==> src/rtl/query_seq_pkg.sv <==
// Shared types and constants for the nearest-neighbour query sequencer.
package query_seq_pkg;

    localparam int WORD_W = 32;
    localparam int K_W    = 16;
    localparam logic [WORD_W-1:0] SYNC_WORD_DEFAULT = 32'hFFFF_FFFF;

    typedef enum logic [2:0] {
        ST_IDLE   = 3'd0,
        ST_LOAD   = 3'd1,
        ST_LAUNCH = 3'd2,
        ST_RUN    = 3'd3,
        ST_DONE   = 3'd4
    } qs_state_t;

    // A result count is usable when it is non-zero and no larger than the limit.
    function automatic logic k_in_range(input logic [K_W-1:0] k,
                                        input logic [K_W-1:0] k_max);
        return (k != {K_W{1'b0}}) && (k <= k_max);
    endfunction

endpackage

==> src/rtl/word_event_detect.sv <==
// Turns a level-style host register into events: an event fires whenever the
// register value differs from the value seen on the previous cycle.
module word_event_detect
    import query_seq_pkg::*;
#(
    parameter logic [WORD_W-1:0] SYNC_WORD = SYNC_WORD_DEFAULT
) (
    input  logic              clk_in,
    input  logic              rst_in,
    input  logic [WORD_W-1:0] word_in,
    output logic              event_out,
    output logic              is_sync_out
);

    logic [WORD_W-1:0] r_last_word;

    // Track the previous cycle's host value in every cycle, regardless of state.
    always_ff @(posedge clk_in) begin
        if (rst_in) begin
            r_last_word <= {WORD_W{1'b0}};
        end else begin
            r_last_word <= word_in;
        end
    end

    assign event_out   = (word_in != r_last_word);
    assign is_sync_out = event_out && (word_in == SYNC_WORD);

endmodule

==> src/rtl/query_sequencer.sv <==
// Frames host words into a query plus result count, launches the search engine
// with a one-cycle pulse, and forwards exactly k results into the output FIFO.
module query_sequencer
    import query_seq_pkg::*;
#(
    parameter int                DIM       = 8,
    parameter int                K_MAX     = 16,
    parameter logic [WORD_W-1:0] SYNC_WORD = SYNC_WORD_DEFAULT
) (
    input  logic                       clk_in,
    input  logic                       rst_in,
    input  logic [WORD_W-1:0]          host_word_in,
    output logic [DIM-1:0][WORD_W-1:0] query_out,
    output logic [K_W-1:0]             k_out,
    output logic                       start_out,
    input  logic [WORD_W-1:0]          result_in,
    input  logic                       result_valid_in,
    output logic [WORD_W-1:0]          fifo_data_out,
    output logic                       fifo_enq_out,
    input  logic                       fifo_full_in,
    output logic                       busy_out,
    output logic                       error_out,
    output logic [2:0]                 state_out,
    output logic [4:0]                 words_loaded_out
);

    // Counts 0..DIM+1 so the k word's capture is visible as DIM+1.
    localparam int LD_W = $clog2(DIM + 2);

    logic                       w_event;
    logic                       w_is_sync;

    qs_state_t                  r_state;
    logic [LD_W-1:0]            r_ld_cnt;
    logic [DIM-1:0][WORD_W-1:0] r_buf;
    logic [DIM-1:0][WORD_W-1:0] r_query;
    logic [K_W-1:0]             r_k;
    logic [K_W-1:0]             r_res_cnt;
    logic                       r_start;
    logic                       r_error;

    word_event_detect #(
        .SYNC_WORD (SYNC_WORD)
    ) u_event (
        .clk_in      (clk_in),
        .rst_in      (rst_in),
        .word_in     (host_word_in),
        .event_out   (w_event),
        .is_sync_out (w_is_sync)
    );

    // Sequencer FSM: framing, launch pulse, result counting and error flagging.
    always_ff @(posedge clk_in) begin
        if (rst_in) begin
            r_state   <= ST_IDLE;
            r_ld_cnt  <= {LD_W{1'b0}};
            r_buf     <= '0;
            r_query   <= '0;
            r_k       <= {K_W{1'b0}};
            r_res_cnt <= {K_W{1'b0}};
            r_start   <= 1'b0;
            r_error   <= 1'b0;
        end else begin
            r_start <= 1'b0;
            case (r_state)
                ST_IDLE: begin
                    if (w_is_sync) begin
                        r_state  <= ST_LOAD;
                        r_ld_cnt <= {LD_W{1'b0}};
                        r_error  <= 1'b0;
                    end
                end
                ST_LOAD: begin
                    if (w_is_sync) begin
                        // A fresh sync abandons the partial frame.
                        r_ld_cnt <= {LD_W{1'b0}};
                        r_error  <= 1'b0;
                    end else if (w_event) begin
                        r_ld_cnt <= r_ld_cnt + LD_W'(1);
                        if (r_ld_cnt == LD_W'(DIM)) begin
                            if (k_in_range(host_word_in[K_W-1:0], K_W'(K_MAX))) begin
                                r_query <= r_buf;
                                r_k     <= host_word_in[K_W-1:0];
                                r_start <= 1'b1;
                                r_state <= ST_LAUNCH;
                            end else begin
                                // Bad k: keep the previous query/k visible to the engine.
                                r_error <= 1'b1;
                                r_state <= ST_IDLE;
                            end
                        end else begin
                            for (int i = 0; i < DIM; i++) begin
                                if (r_ld_cnt == LD_W'(i)) begin
                                    r_buf[i] <= host_word_in;
                                end
                            end
                        end
                    end
                end
                ST_LAUNCH: begin
                    r_res_cnt <= {K_W{1'b0}};
                    r_state   <= ST_RUN;
                end
                ST_RUN: begin
                    // Host traffic is ignored here; only engine results matter.
                    if (result_valid_in) begin
                        r_res_cnt <= r_res_cnt + K_W'(1);
                        if (fifo_full_in) begin
                            r_error <= 1'b1;
                        end
                        if ((r_res_cnt + K_W'(1)) == r_k) begin
                            r_state <= ST_DONE;
                        end
                    end
                end
                ST_DONE: begin
                    r_state <= ST_IDLE;
                end
                default: begin
                    r_state <= ST_IDLE;
                end
            endcase
        end
    end

    assign query_out        = r_query;
    assign k_out            = r_k;
    assign start_out        = r_start;
    assign error_out        = r_error;
    assign state_out        = r_state;
    assign busy_out         = (r_state != ST_IDLE);
    assign words_loaded_out = 5'(r_ld_cnt);

    // Results pass straight through to the FIFO with no added latency.
    assign fifo_enq_out  = (r_state == ST_RUN) && result_valid_in && !fifo_full_in;
    assign fifo_data_out = (r_state == ST_RUN) ? result_in : {WORD_W{1'b0}};

endmodule

==> config.mk <==
export PLATFORM = sky130hd
export DESIGN_NAME = query_sequencer
export DESIGN_NICKNAME = d
export VERILOG_FILES = /design/src/rtl/query_seq_pkg.sv /design/src/rtl/word_event_detect.sv /design/src/rtl/query_sequencer.sv
export SDC_FILE = /design/constraint.sdc
export NUM_CORES = 1
export LEC_CHECK = 0
export ABC_AREA = 1
export BUFFER_PORTS_ARGS = -buffer_cell sky130_fd_sc_hd__buf_2
export CAP_MARGIN = 20
export CORE_MARGIN = 5
export CORE_UTILIZATION = 35
export CTS_BUF_LIST = sky130_fd_sc_hd__clkbuf_4 sky130_fd_sc_hd__clkbuf_8 sky130_fd_sc_hd__clkbuf_16
export DETAILED_ROUTE_END_ITERATION = 10
export GPL_TIMING_DRIVEN = 0
export PLACE_DENSITY_LB_ADDON = 0.05
export SYNTH_ARGS = -nofsm -noshare
export SYNTH_HDL_FRONTEND = slang
export SYNTH_HIERARCHICAL = 1
export SYNTH_SLANG_ARGS = --single-unit
==> constraint.sdc <==
create_clock -name clk_in -period 5.1 [get_ports clk_in]
set_input_delay 0.51 -clock clk_in [delete_from_list [all_inputs] [get_ports clk_in]]
set_output_delay 0.51 -clock clk_in [all_outputs]
set_load 0.02 [all_outputs]
==> impl_metrics.ini <==
[status]
outcome = finished, final reports clean

[worst_setup_path]
crit_path_end_kind = flop
path_max_fanout = 11
critPathTopFamily = buffers and inverters
crit_chain = buf_2 -> nand2_1 -> nor3_1 -> nand2_1 -> nor3_1 -> nand2_1 -> nor2_1 -> inv_1 -> and3_1 -> nand4_2 -> clkbuf_1 -> clkbuf_1 -> nor2_1 -> nor2_1
crit_type = input pin to flop
critical_path_arrival_ns = 4.26
cp_slowest_cell = clkbuf_1
max_stage_delay_ns = 0.84
start_kind = input pin
crit_required_ns = 5.62
path_buf_inv = 4

[job]
drv_cap = 0

[logic_synthesis]
synth_top_area_cell = dfxtp_1
yosysMostFrequentCell = nor2_1
syn_nets = 2840
yosys-top-cells-area = dfxtp_1 (55%), o21ai_0 (12%), nor2_1 (10%)
ys_ff_latch = 585
syn_area_sq_um = 21400
netlist_top_cells_count = nor2_1 (596), dfxtp_1 (585), o21ai_0 (512), a21oi_1 (298)
synth_cell_types = 33
synth_top_cell_area_share_pct = 54.73
postSynthAreaPerCell_sq_um = 7.734
synth-edff-count = 0
async_reset_ff_share_pct = 0
syn_inst = 2767
yosys_warnings = 6
synthFlopType = dfxtp_1
ys_seq_area_share_pct = 54.73

[clock_tree]
clock_path_buffers = 3
cts_tree = done
clock_latency_ns = 0.61
postCtsSetupRepairBufs = 0
cts.reportedPaths.clkPinSlew_ns = 0.06
cts-root-buf = clkbuf_16
postCtsResizedCells = 0
numCtsBuffers = 66
cts.sink_count = 585
htreeDepth = 3
ctsHoldBuffers = 0

[layout]
syn_to_final_growth_pct = 24.18
drive_gt1_share_pct = 19.19
nets = 3292
final_area_sq_um = 26570
instances_no_fill = 4052

[routing]
drc = 0
vias = 20050
ant_nets = 0
drt_iter0_drc = 1414
via_per_inst = 4.947
routed_wl_um = 80220
post_drt_wl_per_cell_um = 19.80
dr.pass1.iters = 6

[placement]
dpl.hpwl_um = 57170
io_buffers = 382
place_congestion = 0.8486
dpl_cell_area_sq_um = 24320
placed_cells = 3933

[grt]
antenna_found_initial = 1
grt_use_total_pct = 23.06
grt_max_degree = 13
grt_overflow = 0
first_global_vias = 19200
grt_pass1_wl_um = 118200

[die]
start_util_pct = 35.39
die_w_um = 257.3
ios = 384
chipHeight_um = 257.3
die_area_sq_um = 66190
fp-row-count = 90
design.core.area_sq_um = 60470

[power_and_ir_drop]
p_sw_w = 0.002293
power.leakage_nw = 12.88
p_seq_share_pct = 46.5
power_frac_clock_pct = 49.2
irDropWorstVdd_mv = 0.2353
swShare_pct = 22.97
power_density_nw_per_um2 = 375.7
pwr-share-comb_pct = 4.3
internal_power_w = 0.007691

[hold_path]
hold_class = input pin to flop

[sta]
drv_slew = 0
hold_slack_ns = 0.1778
hold_viol = 0
finalSetupTns_ns = 0
rsz0062_at_grt = no
timing.slew.headroom_pct = 28.82
tightestPinTransition_ns = 1.068
setup_viol = 0
fin_skew_ns = 0.02846
period_minus_slack_ns = 3.744
max_freq_ghz = 0.2671
fin_crit_sh_pct = 73.42
routing by layer:
metal	GRT usage (%)	vias to the layer above	part of all wire [%]	wire [um]
met5	0	-	0	0
met3	4.471	104	7.2	5803
met1	30.76	9460	44	35020
met2	38.29	599	47	37650
met4	6.531	0	2.2	1745
li1	-	9884	-	-
worst reg2reg max path, delay by kind of cell, from the launching register on:
family,cells,cell delay [ns]
simple gates,11,1.48
flops,1,0.33
buf+inv,4,1.50
cells by family after synthesis:
| family | synth area share (%) |
|---|---|
| adder cells (fa/ha/maj) | 0.2923 |
| buffers and inverters | 7.981 |
| flip-flops | 54.73 |
| AO/OA/AOI/OAI | 19.38 |
| XOR/XNOR | 0.1637 |
| other | 0.01752 |
| AND/OR/NAND/NOR | 17.44 |
metrics by stage:
| step | utilization, % | power, W | worst slack [ns] |
|---|---|---|---|
| 2_1_floorplan | - | 0.004945 | 2.729 |
| 3_3_place_gp | 40.17 | 0.005154 | 0.8142 |
| 3_5_place_dp | 40.22 | 0.005164 | 0.8268 |
| 4_1_cts | 43.94 | 0.01010 | 1.473 |
| 5_1_grt | 43.94 | 0.01033 | 1.174 |
| 6_report | 43.94 | 0.009984 | 1.356 |
final cells by class:
type	count	area, sq um
antenna	2	5.005
buffer	174	743.2
clock buffer	97	1989
clock inverter	20	259.0
fill	6120	33900
inverter	257	964.7
multi-input combinational	1751	7980
sequential	585	11710
tap	782	978.4
timing repair buffer	384	1942
cells in the final DEF (no fill, tap or decap), types with 16 or more instances in the layout:
cell,count
nand3_1,49
nor2_1,596
inv_2,40
clkbuf_4,16
o21ai_0,512
buf_2,441
clkbuf_1,108
nand2_1,205
clkbuf_16,67
nand4_1,20
dfxtp_1,585
inv_1,205
a21oi_1,298
state kept, by name (all words and copies together), names as in the netlist:
name,flops
r_res_cnt,16
start_out,1
r_ld_cnt,4
u_event/r_last_word,32
error_out,1
r_buf,256
k_out,16
state_out,3
query_out,256
power by group through the flow:
stage          registers (W)  logic [W]  clock network, W
2_1_floorplan        0.00474   0.000205                 0
3_3_place_gp         0.00474   0.000416                 0
3_5_place_dp         0.00474   0.000424                 0
4_1_cts              0.00464   0.000425           0.00503
5_1_grt              0.00464   0.000464           0.00523
6_report             0.00464   0.000427           0.00492
worst paths after layout:
path | from | to | slack [ns] | depth (start not counted)
max reg2reg | u_event/r_last_word[20] | query_out[35] | 1.73 | 15
min | host_word_in[9] | u_event/r_last_word[9] | 0.18 | 3
max | host_word_in[24] | query_out[35] | 1.36 | 14
min reg2reg | r_buf[159] | query_out[159] | 0.46 | 2
Power figures use the tool's default switching activity.
